File: src/rtl/uart_tx_arbiter.sv
// Arbitrates the single UART transmit channel between the manual and script byte sources.
// One byte in flight at a time, held until data_ready; bounded starvation and a send timeout.
module uart_tx_arbiter #(
   parameter logic [7:0] IDLE_BYTE      = 8'h00,
   parameter int         MAX_CONSEC     = 3,
   parameter int         TIMEOUT_CYCLES = 1024
) (
   input  logic       uart_clk,
   input  logic       reset,
   input  logic       mode_script,
   input  logic       man_valid,
   input  logic [7:0] man_bits,
   output logic       man_ack,
   input  logic       scr_valid,
   input  logic [7:0] scr_bits,
   output logic       scr_ack,
   input  logic       data_ready,
   output logic [7:0] data_send,
   output logic       busy,
   output logic [1:0] owner,
   output logic       timeout_pulse,
   output logic [7:0] timeout_count
);

   typedef enum logic [1:0] {S_IDLE, S_SEND, S_ACK} state_t;

   localparam logic [15:0] TMO_LAST  = 16'(TIMEOUT_CYCLES - 1);
   localparam logic [3:0]  MAXC      = 4'(MAX_CONSEC);
   localparam logic [1:0]  OWN_NONE  = 2'b00;
   localparam logic [1:0]  OWN_MAN   = 2'b01;
   localparam logic [1:0]  OWN_SCR   = 2'b10;

   state_t      state_q, state_d;
   logic [7:0]  data_q, data_d;
   logic [1:0]  owner_q, owner_d;
   logic        busy_q, busy_d;
   logic        man_ack_q, man_ack_d;
   logic        scr_ack_q, scr_ack_d;
   logic        tpulse_q, tpulse_d;
   logic [7:0]  tcount_q, tcount_d;
   logic [15:0] timer_q, timer_d;
   logic [3:0]  consec_q, consec_d;
   logic        mode_last_q, mode_last_d;

   logic        fav_valid, oth_valid;
   logic        grant_fav, grant_oth, grant_scr;
   logic [3:0]  consec_eff;

   always_ff @(posedge uart_clk or posedge reset) begin
      if (reset) begin
         state_q     <= S_IDLE;
         data_q      <= IDLE_BYTE;
         owner_q     <= OWN_NONE;
         busy_q      <= 1'b0;
         man_ack_q   <= 1'b0;
         scr_ack_q   <= 1'b0;
         tpulse_q    <= 1'b0;
         tcount_q    <= 8'd0;
         timer_q     <= 16'd0;
         consec_q    <= 4'd0;
         mode_last_q <= 1'b0;
      end else begin
         state_q     <= state_d;
         data_q      <= data_d;
         owner_q     <= owner_d;
         busy_q      <= busy_d;
         man_ack_q   <= man_ack_d;
         scr_ack_q   <= scr_ack_d;
         tpulse_q    <= tpulse_d;
         tcount_q    <= tcount_d;
         timer_q     <= timer_d;
         consec_q    <= consec_d;
         mode_last_q <= mode_last_d;
      end
   end

   // A mode change since the last grant restarts the favoured-grant run from zero.
   always_comb begin
      fav_valid  = mode_script ? scr_valid : man_valid;
      oth_valid  = mode_script ? man_valid : scr_valid;
      consec_eff = (mode_script != mode_last_q) ? 4'd0 : consec_q;
      grant_fav  = 1'b0;
      grant_oth  = 1'b0;
      if (fav_valid && !oth_valid) begin
         grant_fav = 1'b1;
      end else if (!fav_valid && oth_valid) begin
         grant_oth = 1'b1;
      end else if (fav_valid && oth_valid) begin
         if (consec_eff < MAXC) grant_fav = 1'b1;
         else                   grant_oth = 1'b1;
      end
      grant_scr = (grant_fav && mode_script) || (grant_oth && !mode_script);
   end

   always_comb begin
      state_d     = state_q;
      data_d      = data_q;
      owner_d     = owner_q;
      busy_d      = busy_q;
      man_ack_d   = 1'b0;
      scr_ack_d   = 1'b0;
      tpulse_d    = 1'b0;
      tcount_d    = tcount_q;
      timer_d     = timer_q;
      consec_d    = consec_q;
      mode_last_d = mode_last_q;
      case (state_q)
         S_IDLE: begin
            if (grant_fav || grant_oth) begin
               state_d     = S_SEND;
               data_d      = grant_scr ? scr_bits : man_bits;
               owner_d     = grant_scr ? OWN_SCR : OWN_MAN;
               busy_d      = 1'b1;
               timer_d     = 16'd0;
               mode_last_d = mode_script;
               consec_d    = (grant_fav && oth_valid) ? consec_eff + 4'd1 : 4'd0;
            end
         end
         S_SEND: begin
            // data_ready takes priority over a timeout landing in the same cycle.
            if (data_ready) begin
               state_d   = S_ACK;
               man_ack_d = (owner_q == OWN_MAN);
               scr_ack_d = (owner_q == OWN_SCR);
            end else if (timer_q == TMO_LAST) begin
               state_d  = S_IDLE;
               data_d   = IDLE_BYTE;
               owner_d  = OWN_NONE;
               busy_d   = 1'b0;
               tpulse_d = 1'b1;
               tcount_d = (tcount_q == 8'hFF) ? tcount_q : tcount_q + 8'd1;
               timer_d  = 16'd0;
            end else begin
               timer_d = timer_q + 16'd1;
            end
         end
         S_ACK: begin
            state_d = S_IDLE;
            data_d  = IDLE_BYTE;
            owner_d = OWN_NONE;
            busy_d  = 1'b0;
         end
         default: begin
            state_d = S_IDLE;
            data_d  = IDLE_BYTE;
            owner_d = OWN_NONE;
            busy_d  = 1'b0;
         end
      endcase
   end

   assign data_send     = data_q;
   assign owner         = owner_q;
   assign busy          = busy_q;
   assign man_ack       = man_ack_q;
   assign scr_ack       = scr_ack_q;
   assign timeout_pulse = tpulse_q;
   assign timeout_count = tcount_q;

endmodule
File: config.mk
export PLATFORM = sky130hd
export DESIGN_NAME = uart_tx_arbiter
export DESIGN_NICKNAME = d
export VERILOG_FILES = /design/src/rtl/uart_tx_arbiter.sv
export SDC_FILE = /design/constraint.sdc
export NUM_CORES = 1
export LEC_CHECK = 0
export CORE_ASPECT_RATIO = 1.2
export CORE_UTILIZATION = 54
export DETAILED_ROUTE_END_ITERATION = 10
export PLACE_DENSITY = 0.9
export SLEW_MARGIN = 20
export SYNTH_ARGS = -nofsm -noshare
export SYNTH_HDL_FRONTEND = slang
export SYNTH_SLANG_ARGS = --single-unit
File: constraint.sdc
create_clock -name uart_clk -period 6.16 [get_ports uart_clk]
set_input_delay 1.54 -clock uart_clk [delete_from_list [all_inputs] [get_ports uart_clk]]
set_output_delay 1.54 -clock uart_clk [all_outputs]
set_load 0.05 [all_outputs]
Word level (Yosys, flattened, before mapping). Cells that the tools add are included. Widths: inputs -> output; s select.

Bits in registers: 45. Bits of input ports: 22. Output and inout port bits: 22. Word-level logic and storage cells: 85.

$add $sub $neg: 3. Bitwise gates (word level): 2. Equality and inequality tests: 10. Order comparisons: 1. Multiplexer cells: 40. Reductions and logical operators: 18.

Operators by type and width (number): $mux 16 (3); $mux 8 (4); $pmux 16 s2 (1); $mux 1 (20); $add 16x1->16 const B (1); $eq 16x10->1 const B (1); $pmux 8 s2 (1); $mux 2 (6); $add 8x1->8 const B (1); $eq 8x8->1 const B (1); $mux 4 (2); $pmux 2 s2 (2); $logic_and 1x1->1 (6); $ne 2x2->1 const B (3); $reduce_and 3->1 (2); $add 4x1->4 const B (1); $eq 2x1->1 const B (2); $lt 4x2->1 const B (1); $reduce_and 2->1 (2); $reduce_and 4->1 (1); $logic_not 1->1 (3); $ne 3x3->1 const B (1); $eq 2x2->1 const B (1); $logic_not 2->1 (1); other kinds (5) (7).

Depth between registers and ports, before layout. Gate-level depths: netlist of the first run.

Depth after elaboration: 12. Depth in mapped cells: 10.

Worst setup path before layout of the first run. OpenSTA, ideal clock, no wires.

Path kind: input port to flip-flop. Start: input port data_ready. End: register tcount_q[1], in the netlist timeout_count[1]. Setup time: 0.125 ns. Data arrival time: 2.837 ns. Slack: 3.198 ns. Stages: 5. Cells stage by stage: or4b_1 > nor4_4 > and3_1 > buf_6 > mux2_2.

Word-level cells in the longest chain between the ends: 2.

Ends and longest elaborated chain: from (decl) (RTL line 17) `input logic data_ready,`; $not 1->1 (no line); $reduce_and 4->1 (no line); to (signal assigned) (RTL line 70) `tcount_q <= tcount_d;`; to (decl) (RTL line 40) `logic [7:0] tcount_q, tcount_d;`.

Every way passes these cells. A chain may end at the register's enable or synchronous reset.

Worst setup path after layout of the first run.
Start: input port mode_script. End: register data_q[4], in the netlist data_send[4].

Word-level cells in the longest chain between the ends: 12. Elaborated cells on any way between the ends: 28. Classes of those cells: 1 x order compare; 2 x eq/ne; 14 x mux; 11 x reduce/logical.

Ends and longest elaborated chain: from (decl) (RTL line 10) `input logic mode_script,`; $ne 1x1->1 (RTL line 81) `consec_eff = (mode_script != mode_last_q) ? 4'd0 : consec_q;`; $mux 4 (RTL line 81); $lt 4x2->1 (RTL line 89) `if (consec_eff < MAXC) grant_fav = 1'b1;`; $mux 1 (RTL line 89); $mux 1 (RTL line 88) `end else if (fav_valid && oth_valid) begin`; $mux 1 (RTL line 86) `end else if (!fav_valid && oth_valid) begin`; $mux 1 (RTL line 84) `if (fav_valid && !oth_valid) begin`; $logic_and 1x1->1 (RTL line 92) `grant_scr = (grant_fav && mode_script) || (grant_oth && !mode_script);`; $logic_or 1x1->1 (RTL line 92); $mux 8 (RTL line 111) `data_d = grant_scr ? scr_bits : man_bits;`; $mux 8 (RTL line 109) `if (grant_fav || grant_oth) begin`; $pmux 8 s2 (RTL line 107) `case (state_q)`; to (signal assigned) (RTL line 64) `data_q <= data_d;`; to (decl) (RTL line 34) `logic [7:0] data_q, data_d;`.

Parallel ways exist; a longest one is shown, timed or not. The select of a mux whose other input is x is not followed.

==> results.toml, run 1 <==
[critical_path]
end_kind = "flop"
cp_data_required_time_ns = 6.39
regToRegEndpoint = "timer_q[11]$_DFFE_PP0P_"
cp.arrival_ns = 3.72
path_class = "in2reg"
reg2reg_from = "timer_q[10]$_DFFE_PP0P_"
critPathBufInv = 1
path_cells = "clkdlybuf4s50_1, xnor2_1, and2_1, ha_1, o31ai_1, a21oi_1, a22oi_1, nand2_1"
worst_path_max_delay_cell = "a21oi_1"
cp_num_cells = 8
cp-endpoint = "data_send[4]$_DFFE_PP0P_"
reg2reg_depth = 5
critPathLaunch = "mode_script"
cp_slowest_stage_delay_ns = 0.63
reg2reg_slack_ns = 3.93
crit_fanout = 9
cp_top_family = "compound AO/OA/AOI/OAI gates"
critPathLaunchType = "primary input"

[detailed_routing]
vias = 1684
ant_nets = 0
detail_route.wl_per_cell_um = 13.8
dr.pass1.iters = 4
routed_wl_mm = 4.23
drt_iter0_drc = 87
drc = 0
vias_per_cell = 5.50

[power]
p_leak_nw = 1.23
p_per_area_nw_per_um2 = 356
vdd_drop_max_v = 0.000183

[finish]
fin_nets = 278
fin_area_um2 = 2680
drive_gt1_frac = 0.0709
final_cell_mix = "dfrtp_1, clkdlybuf4s50_1, nand2_1"
area_growth_pct = 26.8
register_area_um2 = 1130
antenna_cells = 0
fill_cells = 264
multiInputGateArea_um2 = 941
final_common_cell = "dfrtp_1"

[synth]
synth_xor_area_frac = 0.0747
yosysTopAreaCell = "dfrtp_1"
syn_nets = 231
synth-seq-cells = 45
yosys_warnings = 0
synth_compound_gate_area_share = 0.0878
postSynthAreaPerCell_um2 = 10.2
synth-edff-count = 0
async_flop_share = 1.00
yosysTopAreaCellShare = 0.534
synthAdderAreaFrac = 0.0178
yosysSeqAreaShare = 0.534
synthSimpleGateAreaFrac = 0.248
synth_mux_area_frac = 0.0178
syn-cell-area_um2 = 2110
synth_flop_cell = "dfrtp_1"
synth_top_family_by_area = "simple AND/OR/NAND/NOR gates"
netlist_instances = 206
synth_area_leaders = "dfrtp_1, nand2_1, xor2_1"
synthDistinctLibCells = 39

[clock_network]
cts_sinks = 45
post_cts_resized = 0
numCtsBuffers = 5
tritoncts = "built"
clockBufferDepth = 2
clk_pin_slew_ns = 0.08
postCtsSetupBuffers = 0
root_buffer = "clkbuf_8"
htree_levels = 2
clk_latency_ns = 0.30
hold_buffers = 0

[grt]
grt-ovfl-total = 0
grt_max_degree = 46
track_usage = 0.226
grt_antenna_before_repair = 0
grt_pass1_wl_mm = 7.07
grt_pass1_vias = 1536

[sta]
finalClockSkew_ns = 0.0114
fmax_mhz = 286
post-route-min-period_ns = 3.50
tightestPinTransition_ns = 0.959
tns_ns = 0
rsz0062_at_grt = "false"
setup_viol = 0
drv_slew = 0
finalCritPeriodShare = 0.567
hold_viol_final = 0
worst_slack_ns = 2.66
slew_headroom = 0.355

[placed_design]
port_buffers = 43
place_ws_ns = 2.34
place_hpwl_mm = 3.05
placed_area_um2 = 2590
place_congestion = 0.774

[floorplan]
core-area_um2 = 3690
dieArea_um2 = 4160
io_pins = 44
initial_core_util = 0.571
rows = 24
die_h_um = 70.5
die_x_um = 59.1

[min_path]
hold_path_class = "reg2reg"
whs_path_depth = 1

[flow_run]
max-cap-violations = 0

[status]
status = "finished, final reports clean"
## through the flow
stage / hold slack [ns] / total power [mW] / cells / utilization
6_report: 0.466 / 0.951 / 306 / 0.724
5_1_grt: 0.487 / 1.01 / 306 / 0.724
4_1_cts: 0.472 / 0.960 / 306 / 0.724
3_5_place_dp: 0.455 / 0.785 / 298 / 0.702
3_3_place_gp: 0.448 / 0.775 / 298 / 0.702
2_1_floorplan: 0.465 / 0.656 / 206 / -
## worst min path at each step
| stage | start | endpoint | slack [ns] |
|---|---|---|---|
| 2_1_floorplan | consec_q[1]$_DFFE_PP0P_ | consec_q[1]$_DFFE_PP0P_ | 0.46 |
| 3_3_place_gp | data_send[4]$_DFFE_PP0P_ | data_send[4]$_DFFE_PP0P_ | 0.45 |
| 3_5_place_dp | data_send[4]$_DFFE_PP0P_ | data_send[4]$_DFFE_PP0P_ | 0.46 |
| 4_1_cts | owner[0]$_DFFE_PP0P_ | scr_ack$_DFF_PP0_ | 0.47 |
| 5_1_grt | data_send[1]$_DFFE_PP0P_ | data_send[1]$_DFFE_PP0P_ | 0.49 |
| 6_report | owner[0]$_DFFE_PP0P_ | scr_ack$_DFF_PP0_ | 0.47 |
## layout make-up
cell class                      instances  area share
Sequential cell                        45       0.421
Multi-Input combinational cell        152       0.352
Clock inverter                          2     0.00374
Inverter                                4     0.00561
Tap cell                               52      0.0243
Timing Repair Buffer                   45       0.167
Clock buffer                            6      0.0271
## flip-flops by register name, summed over array words and instances, names as in the netlist
name and cells:
busy 1, consec_q 4, data_send 8, man_ack 1
mode_last_q 1, owner 2, scr_ack 1, state_q 2
timeout_count 8, timeout_pulse 1, timer_q 16
## per-layer routing
metal / vias to the layer above / GRT usage / share of wire
met5: - / 0 / 0
met4: 0 / 0.103 / 0.017
met3: 7 / 0.0389 / 0.032
met2: 34 / 0.356 / 0.52
met1: 830 / 0.300 / 0.43
li1: 813 / - / -
## logic make-up (layout without fill, tap and decap cells)
group,Yosys count,count (layout)
XOR/XNOR,18,18
flip-flops,45,45
AND/OR/NAND/NOR,101,101
buffers and inverters,9,57
AO/OA/AOI/OAI,27,27
adder cells (fa/ha/maj),3,3
multiplexers,3,3
## Yosys cell counts (3+ instances only)
cell	instances
dfrtp_1	45
nand2_1	36
nor2_1	17
xor2_1	11
nand4_1	10
a22oi_1	8
nand3_1	8
xnor2_1	7
nand2b_1	5
o21ai_0	5
and2_1	4
inv_1	4
nor4_1	4
a21o_1	3
and3_1	3
clkbuf_1	3
ha_1	3
nor3_1	3
## power breakdown
| group | internal [mW] | switching, mW | total (mW) |
|---|---|---|---|
| Sequential | 0.352 | 0.0442 | 0.396 |
| Combinational | 0.133 | 0.251 | 0.384 |
| Clock | 0.0786 | 0.0931 | 0.172 |
| Total | 0.563 | 0.388 | 0.951 |
No activity file was read; power rests on OpenSTA's default activity.
==> run 2, diff against run 1 <==
- CORE_UTILIZATION: 54 -> 50
- PLACE_DENSITY: 0.9 -> 0.84
- clock period: 6.16 -> 3.7 ns (I/O delays scaled with it)
==> results.toml, run 2 (synthesis gave the netlist of run 1 again) <==
[critical_path]
reg2reg_depth = 5
crit_fanout = 9
reg2reg_from = "timer_q[10]$_DFFE_PP0P_"
cp_data_required_time_ns = 3.94
cp.arrival_ns = 3.05
end_kind = "flop"
path_class = "in2reg"
reg2reg_slack_ns = 1.45
critPathLaunchType = "primary input"
regToRegEndpoint = "timer_q[12]$_DFFE_PP0P_"

[floorplan]
core-area_um2 = 4000
die_h_um = 73.2
rows = 25
die_x_um = 61.3
io_pins = 44
dieArea_um2 = 4480
initial_core_util = 0.527

[min_path]
hold_path_class = "reg2reg"
worstHoldStart = "data_send[6]$_DFFE_PP0P_"
min_to = "data_send[6]$_DFFE_PP0P_"
whs_path_depth = 2

[clock_network]
postCtsSetupBuffers = 0
clk_pin_slew_ns = 0.08
clockBufferDepth = 2
hold_buffers = 0
numCtsBuffers = 5
htree_levels = 2
root_buffer = "clkbuf_8"
cts_sinks = 45
clk_latency_ns = 0.29
tritoncts = "built"
post_cts_resized = 0

[finish]
area_growth_pct = 28.5
top_register = "timer_q"
largest_register_ffs = 16
fin_cells = 310
fill_cells = 330
drive_gt1_frac = 0.0820
fin_nets = 280
final_cell_mix = "dfrtp_1, clkdlybuf4s50_1, nand2_1"
antenna_cells = 0
final_common_cell = "dfrtp_1"
fin_area_um2 = 2710

[placed_design]
port_buffers = 43
place_hpwl_mm = 3.02
dp_cells = 302
place_ws_ns = 0.571
place_congestion = 0.816
placed_area_um2 = 2610

[power]
p_per_area_nw_per_um2 = 597
pwr-share-clk = 0.202
sw_frac_of_total = 0.397
switching_power_mw = 0.643
power_frac_seq = 0.406
p_leak_nw = 1.25
vdd_drop_max_v = 0.000337
p_comb_frac = 0.392
internal_power_mw = 0.975

[sta]
worst_slack_ns = 0.889
fmax_mhz = 356
hold_viol_final = 0
finalCritPeriodShare = 0.760
slew_headroom = 0.502
drv_slew = 0
tightestPinTransition_ns = 0.744
whs_ns = 0.469
rsz0062_at_grt = "false"
post-route-min-period_ns = 2.81
finalClockSkew_ns = 0.00172
setup_viol = 0
tns_ns = 0

[grt]
track_usage = 0.210
grt_pass1_wl_mm = 6.83
grt_pass1_vias = 1530
grt_antenna_before_repair = 0
grt_max_degree = 21
grt-ovfl-total = 0

[detailed_routing]
vias = 1676
vias_per_cell = 5.41
drt_iter0_drc = 78
dr.pass1.iters = 4
detail_route.wl_per_cell_um = 13.5
ant_nets = 0
drc = 0
routed_wl_mm = 4.20

[flow_run]
max-cap-violations = 0

[status]
status = "finished, final reports clean"
## run 2: cell types whose count changed in the layout (fill, tap and decap cells not counted), sizes merged
cell | previous run | this run
inv | 4 | 3
buf | 2 | 4
clkbuf | 6 | 7
## run 2: area by class of cell
class / instances / area (µm²) / area share
Clock buffer: 7 / 96.3 / 0.0355
Clock inverter: 1 / 5.00 / 0.00185
Inverter: 4 / 15.0 / 0.00554
Multi-Input combinational cell: 152 / 941 / 0.347
Sequential cell: 45 / 1130 / 0.415
Tap cell: 54 / 67.6 / 0.0249
Timing Repair Buffer: 47 / 460 / 0.170
## run 2: routing by layer
metal | global-route usage | wire (µm) | up-vias
met5 | 0 | 0 | -
met3 | 0.0656 | 167 | 11
met4 | 0.0859 | 93 | 0
met2 | 0.332 | 2150 | 40
li1 | - | - | 820
met1 | 0.261 | 1790 | 805
## run 2: how the worst max path moves through the flow
stage / from / to / slack [ns] / cells past startpoint
after global routing: mode_script / data_send[6]$_DFFE_PP0P_ / 0.73 / 9
after CTS: mode_script / data_send[5]$_DFFE_PP0P_ / 0.87 / 9
after global placement: mode_script / data_send[4]$_DFFE_PP0P_ / 0.65 / 9
after floorplan: data_ready / timeout_count[1]$_DFFE_PP0P_ / 1.35 / 5
after detailed placement: mode_script / data_send[2]$_DFFE_PP0P_ / 0.57 / 9
final: mode_script / data_send[4]$_DFFE_PP0P_ / 0.89 / 9
## run 2: per-stage QoR
stage                      util  total power [mW]
after floorplan               -              1.09
after global placement    0.652              1.29
after detailed placement  0.652              1.30
after CTS                 0.677              1.63
after global routing      0.677              1.72
final                     0.677              1.62
## run 2: worst max-delay path: stages
cell and delay (ns):
clkdlybuf4s50_1 0.53, xnor2_1 0.12, and2_1 0.17, ha_1 0.22
nand2b_1 0.08, o31ai_1 0.09, a21oi_1 0.61, a22oi_1 0.20
nand2_1 0.10
## run 2: power groups by stage
stage / registers, mW / logic [mW] / clock network [mW]
floorplan: 0.849 / 0.243 / 0
global placement: 0.664 / 0.626 / 0
detailed placement: 0.667 / 0.636 / 0
CTS: 0.658 / 0.638 / 0.335
global route: 0.675 / 0.689 / 0.357
finish: 0.658 / 0.635 / 0.326
==> run 3, diff against run 2 <==
- CORE_UTILIZATION: 50 -> 46
- PLACE_DENSITY: 0.84 -> 0.82
- clock period: 3.7 -> 2.5 ns (I/O delays scaled with it)
==> results.toml, run 3 (synthesis gave the netlist of run 1 again) <==
[status]
status = "finished, final reports clean"

[critical_path]
cp_data_required_time_ns = 2.69
end_kind = "flop"
cp.arrival_ns = 2.48
critPathLaunch = "mode_script"
regToRegEndpoint = "timeout_count[3]$_DFFE_PP0P_"
reg2reg_slack_ns = 0.49
crit_fanout = 9
path_class = "in2reg"
critPathLaunchType = "primary input"
reg2reg_depth = 6
reg2reg_from = "timer_q[10]$_DFFE_PP0P_"

[grt]
grt-ovfl-total = 0
grt_antenna_before_repair = 0
grt_pass1_vias = 1686
track_usage = 0.195
grt_pass1_wl_mm = 7.42
grt_max_degree = 46

[min_path]
hold_path_class = "reg2reg"
min_to = "data_send[6]$_DFFE_PP0P_"
whs_path_depth = 2
worstHoldStart = "data_send[6]$_DFFE_PP0P_"

[finish]
top_register = "timer_q"
fin_util = 0.652
fin_nets = 290
area_growth_pct = 33.7
fin_cells = 322
largest_register_ffs = 16
fin_area_um2 = 2820
drive_gt1_frac = 0.117
final_common_cell = "dfrtp_1"
antenna_cells = 0
final_cell_mix = "dfrtp_1, clkdlybuf4s50_1, nand2_1"

[placed_design]
place_congestion = 0.811
port_buffers = 43
place_hpwl_mm = 3.17
dp_cells = 314
placed_area_um2 = 2690
place_ws_ns = -0.0992

[sta]
hold_viol_final = 0
rsz0062_at_grt = "false"
worst_slack_ns = 0.206
tns_ns = 0
setup_viol = 0
post-route-min-period_ns = 2.29
tightestPinTransition_ns = 0.560
finalCritPeriodShare = 0.918
drv_slew = 0
finalClockSkew_ns = 0.00681
slew_headroom = 0.626
fmax_mhz = 436

[power]
p_per_area_nw_per_um2 = 925
p_leak_nw = 1.31
vdd_drop_max_v = 0.000449

[floorplan]
initial_core_util = 0.488
dieArea_um2 = 4860
io_pins = 44
die_x_um = 63.8
rows = 26
core-area_um2 = 4330
die_h_um = 76.2

[flow_run]
max-cap-violations = 0

[detailed_routing]
vias_per_cell = 5.27
ant_nets = 0
drt_iter0_drc = 62
vias = 1697
detail_route.wl_per_cell_um = 13.6
routed_wl_mm = 4.39
dr.pass1.iters = 4
drc = 0

[clock_network]
postCtsSetupBuffers = 0
clk_pin_slew_ns = 0.08
hold_buffers = 0
post_cts_resized = 0
cts_sinks = 45
numCtsBuffers = 5
root_buffer = "clkbuf_8"
clk_latency_ns = 0.30
clockBufferDepth = 2
tritoncts = "built"
htree_levels = 2
## run 3: cell count changes in the layout (fill, tap and decap cells not counted)
cell,delta
buf_4,+10
clkbuf_8,-2
bufinv_16,+2
## run 3: worst max-delay path, stage by stage
cell,delay [ns]
clkdlybuf4s50_1,0.44
xnor2_1,0.16
and2_1,0.16
ha_1,0.20
o31ai_1,0.31
a21oi_1,0.11
buf_4,0.18
a22oi_1,0.21
nand2_1,0.08
## run 3: report_power, final
part	switching, mW	internal [mW]
Clock	0.250	0.397
Combinational	0.621	0.361
Sequential	0.114	0.866
Total	0.985	1.62
## run 3: how the worst max path moves through the flow
stage,to,slack [ns],cells after the start
CTS,data_send[0]$_DFFE_PP0P_,0.19,9
global route,data_send[0]$_DFFE_PP0P_,0.05,9
global placement,data_send[7]$_DFFE_PP0P_,-0.04,9
floorplan,timeout_count[1]$_DFFE_PP0P_,0.45,5
detailed placement,data_send[7]$_DFFE_PP0P_,-0.1,9
finish,data_send[0]$_DFFE_PP0P_,0.21,9
## run 3: layout make-up
class                      instances  area [µm²]
timing repair buffer              57         536
inverter                           4        15.0
fill                             345        1510
multi-input combinational        152         941
clock inverter                     3        65.1
sequential                        45        1130
tap                               56        70.1
clock buffer                       5        68.8
## run 3: metrics by stage
step                hold slack, ns  power (mW)
global placement             0.451        1.96
CTS                          0.474        2.63
detailed placement           0.455        1.98
global route                 0.502        2.75
finish                       0.473        2.61
floorplan                    0.465        1.62
## run 3: per-layer routing
metal | GRT usage | share of wire
met5 | 0 | 0
met2 | 0.348 | 0.52
met1 | 0.222 | 0.43
met3 | 0.0449 | 0.028
met4 | 0.0750 | 0.020
==> variant: new RTL, config.mk and constraints of run 3 <==
Add an input register stage for `mode_script`; this delays it by one clock. The other inputs are not delayed to match.
--- a/src/rtl/uart_tx_arbiter.sv
+++ b/src/rtl/uart_tx_arbiter.sv
@@ -31,2 +31,8 @@
    localparam logic [1:0]  OWN_SCR   = 2'b10;
+
+   logic mode_script_q;
+
+   always_ff @(posedge uart_clk) begin
+      mode_script_q <= mode_script;
+   end
 
@@ -78,5 +84,5 @@
    always_comb begin
-      fav_valid  = mode_script ? scr_valid : man_valid;
-      oth_valid  = mode_script ? man_valid : scr_valid;
-      consec_eff = (mode_script != mode_last_q) ? 4'd0 : consec_q;
+      fav_valid  = mode_script_q ? scr_valid : man_valid;
+      oth_valid  = mode_script_q ? man_valid : scr_valid;
+      consec_eff = (mode_script_q != mode_last_q) ? 4'd0 : consec_q;
       grant_fav  = 1'b0;
@@ -91,3 +97,3 @@
       end
-      grant_scr = (grant_fav && mode_script) || (grant_oth && !mode_script);
+      grant_scr = (grant_fav && mode_script_q) || (grant_oth && !mode_script_q);
    end
@@ -114,3 +120,3 @@
                timer_d     = 16'd0;
-               mode_last_d = mode_script;
+               mode_last_d = mode_script_q;
                consec_d    = (grant_fav && oth_valid) ? consec_eff + 4'd1 : 4'd0;
Check against the original RTL: not equivalent (Yosys sat finds a counterexample within 4 cycles, from zero or initial values and one cycle with reset high).
==> variant against run 3 <==
- first-iteration DRC count grew to 2.8 times the old value
- total power grew 0.17%
- routed wire length grew 21%
- setup slack gained 0.044 ns
- sequential cell count grew 1
- die area grew 9.8%
- final area grew 5.5%
- synthesized area grew 10%
==> variant: results (changes against run 3) <==
<table>
<tr><th>Metric</th><th>Value</th></tr>
<tr><th colspan="2">Critical path</th></tr>
<tr><td>Worst EP arrival</td><td>1.63 ns (-0.85 ns)</td></tr>
<tr><td>Family with the most delay on the worst path</td><td>buffers and inverters</td></tr>
<tr><td>R2r endpoint</td><td>data_send[3]$_DFFE_PP0P_</td></tr>
<tr><td>Startpoint-to-endpoint class of the critical path</td><td>register to output pin</td></tr>
<tr><td>Maximum fanout along the worst path</td><td>6 (-3)</td></tr>
<tr><td>Register-to-register setup slack</td><td>0.32 ns (-0.17 ns)</td></tr>
<tr><td>Delay of the slowest critical-path stage</td><td>0.87 ns (+0.43 ns)</td></tr>
<tr><th colspan="2">Status</th></tr>
<tr><td>Outcome</td><td>finished, final reports clean</td></tr>
<tr><th colspan="2">Finish</th></tr>
<tr><td># nets final</td><td>296 (+2.1%)</td></tr>
<tr><td>Fillcell total</td><td>408 (+18%)</td></tr>
<tr><td>Ratio of cells with drive above 1 in the final layout</td><td>0.118 (+0.00154)</td></tr>
<tr><th colspan="2">Timing</th></tr>
<tr><td>Headroom to the max-slew limit</td><td>0.528 (-0.0981)</td></tr>
<tr><td>Worst Skew</td><td>0.0105 ns (+0.00368 ns)</td></tr>
<tr><th colspan="2">Min path</th></tr>
<tr><td>Capture endpoint of the worst hold path</td><td>scr_ack$_DFF_PP0_</td></tr>
<tr><td>Number of cells traversed by the worst hold path</td><td>1 (-1)</td></tr>
<tr><th colspan="2">Placed design</th></tr>
<tr><td>RePlAce Congestion</td><td>0.802 (-1.1%)</td></tr>
<tr><td>Placed standard-cell area</td><td>0.00286 mm^2 (+6.5%)</td></tr>
<tr><th colspan="2">GRT</th></tr>
<tr><td>Vias in the first global route</td><td>2014 (+19%)</td></tr>
<tr><td>Largest net degree at the start of global routing</td><td>21 (-54%)</td></tr>
<tr><td>GRT Overall Usage</td><td>0.227 (+0.0314)</td></tr>
<tr><td>First-pass GRT wire length</td><td>9110 um (+23%)</td></tr>
<tr><th colspan="2">Pwr</th></tr>
<tr><td>Static Leakage</td><td>1.26 nW (-4.2%)</td></tr>
<tr><td>P_int</td><td>1.61 mW (-1.2%)</td></tr>
<tr><th colspan="2">Synth</th></tr>
<tr><td>Area contributors post-synth</td><td>sky130_fd_sc_hd__dfrtp_1 (48%), sky130_fd_sc_hd__nor3b_1 (3.6%), sky130_fd_sc_hd__a221o_1 (3.4%), sky130_fd_sc_hd__o31ai_1 (2.6%), sky130_fd_sc_hd__a21oi_1 (2.4%)</td></tr>
<tr><td>Sequential share of the synthesized area</td><td>0.494 (-0.0403)</td></tr>
<tr><td>Synth cell count leaders</td><td>sky130_fd_sc_hd__dfrtp_1 (45), sky130_fd_sc_hd__nand2_1 (14), sky130_fd_sc_hd__a21oi_1 (11), sky130_fd_sc_hd__nor3b_1 (11)</td></tr>
<tr><td>Net Count, Synth</td><td>242 (+4.8%)</td></tr>
<tr><th colspan="2">Detailed routing</th></tr>
<tr><td>Routed WL</td><td>5320 um (+21%)</td></tr>
</table>
[variant: changes by cell type after synthesis, sizes merged, moves of 8 or more]
cell / delta
a22oi: -8
xor2: -9
nand2: -22
a221o: +8
a21oi: +9
nor2: -11
nor3b: +10
[variant: metal layers]
layer,vias up,global-route usage,share of wire,wire (um)
li1,936,-,-,-
met1,998,0.255,0.40,2140
met2,62,0.402,0.53,2840
met3,6,0.0557,0.050,265
met4,0,0.0872,0.014,75
met5,-,0,0,0
[variant: power groups by stage]
stage	Combinational (mW)	Clock (mW)	Sequential (mW)
global placement	1.02	0	1.00
floorplan	0.446	0	1.24
CTS	1.06	0.580	0.994
detailed placement	1.05	0	1.00
finish	1.05	0.570	0.994
global route	1.13	0.612	1.02
[variant: final cells by class]
| class | count | share of cell area |
|---|---|---|
| Multi-Input combinational cell | 155 | 0.370 |
| Clock inverter | 1 | 0.0101 |
| Inverter | 10 | 0.0126 |
| Sequential cell | 46 | 0.385 |
| Clock buffer | 6 | 0.0278 |
| Timing Repair Buffer | 53 | 0.170 |
| Tap cell | 58 | 0.0244 |
[variant: cells by family after synthesis]
kind of cell,share of synthesized area
compound gates,0.184
fa+ha+maj,0.0162
buf+inv,0.0323
xor+xnor,0.0259
simple gates,0.238
flops,0.494
mux,0.00970
[variant: metrics by stage]
stage	setup slack, ns	hold slack, ns	power [mW]	std cells
after global routing	0.180	0.505	2.76	329
after CTS	0.249	0.481	2.63	329
after global placement	0.206	0.460	2.02	322
final	0.249	0.482	2.61	329
after floorplan	0.468	0.440	1.69	217
after detailed placement	0.145	0.468	2.06	322
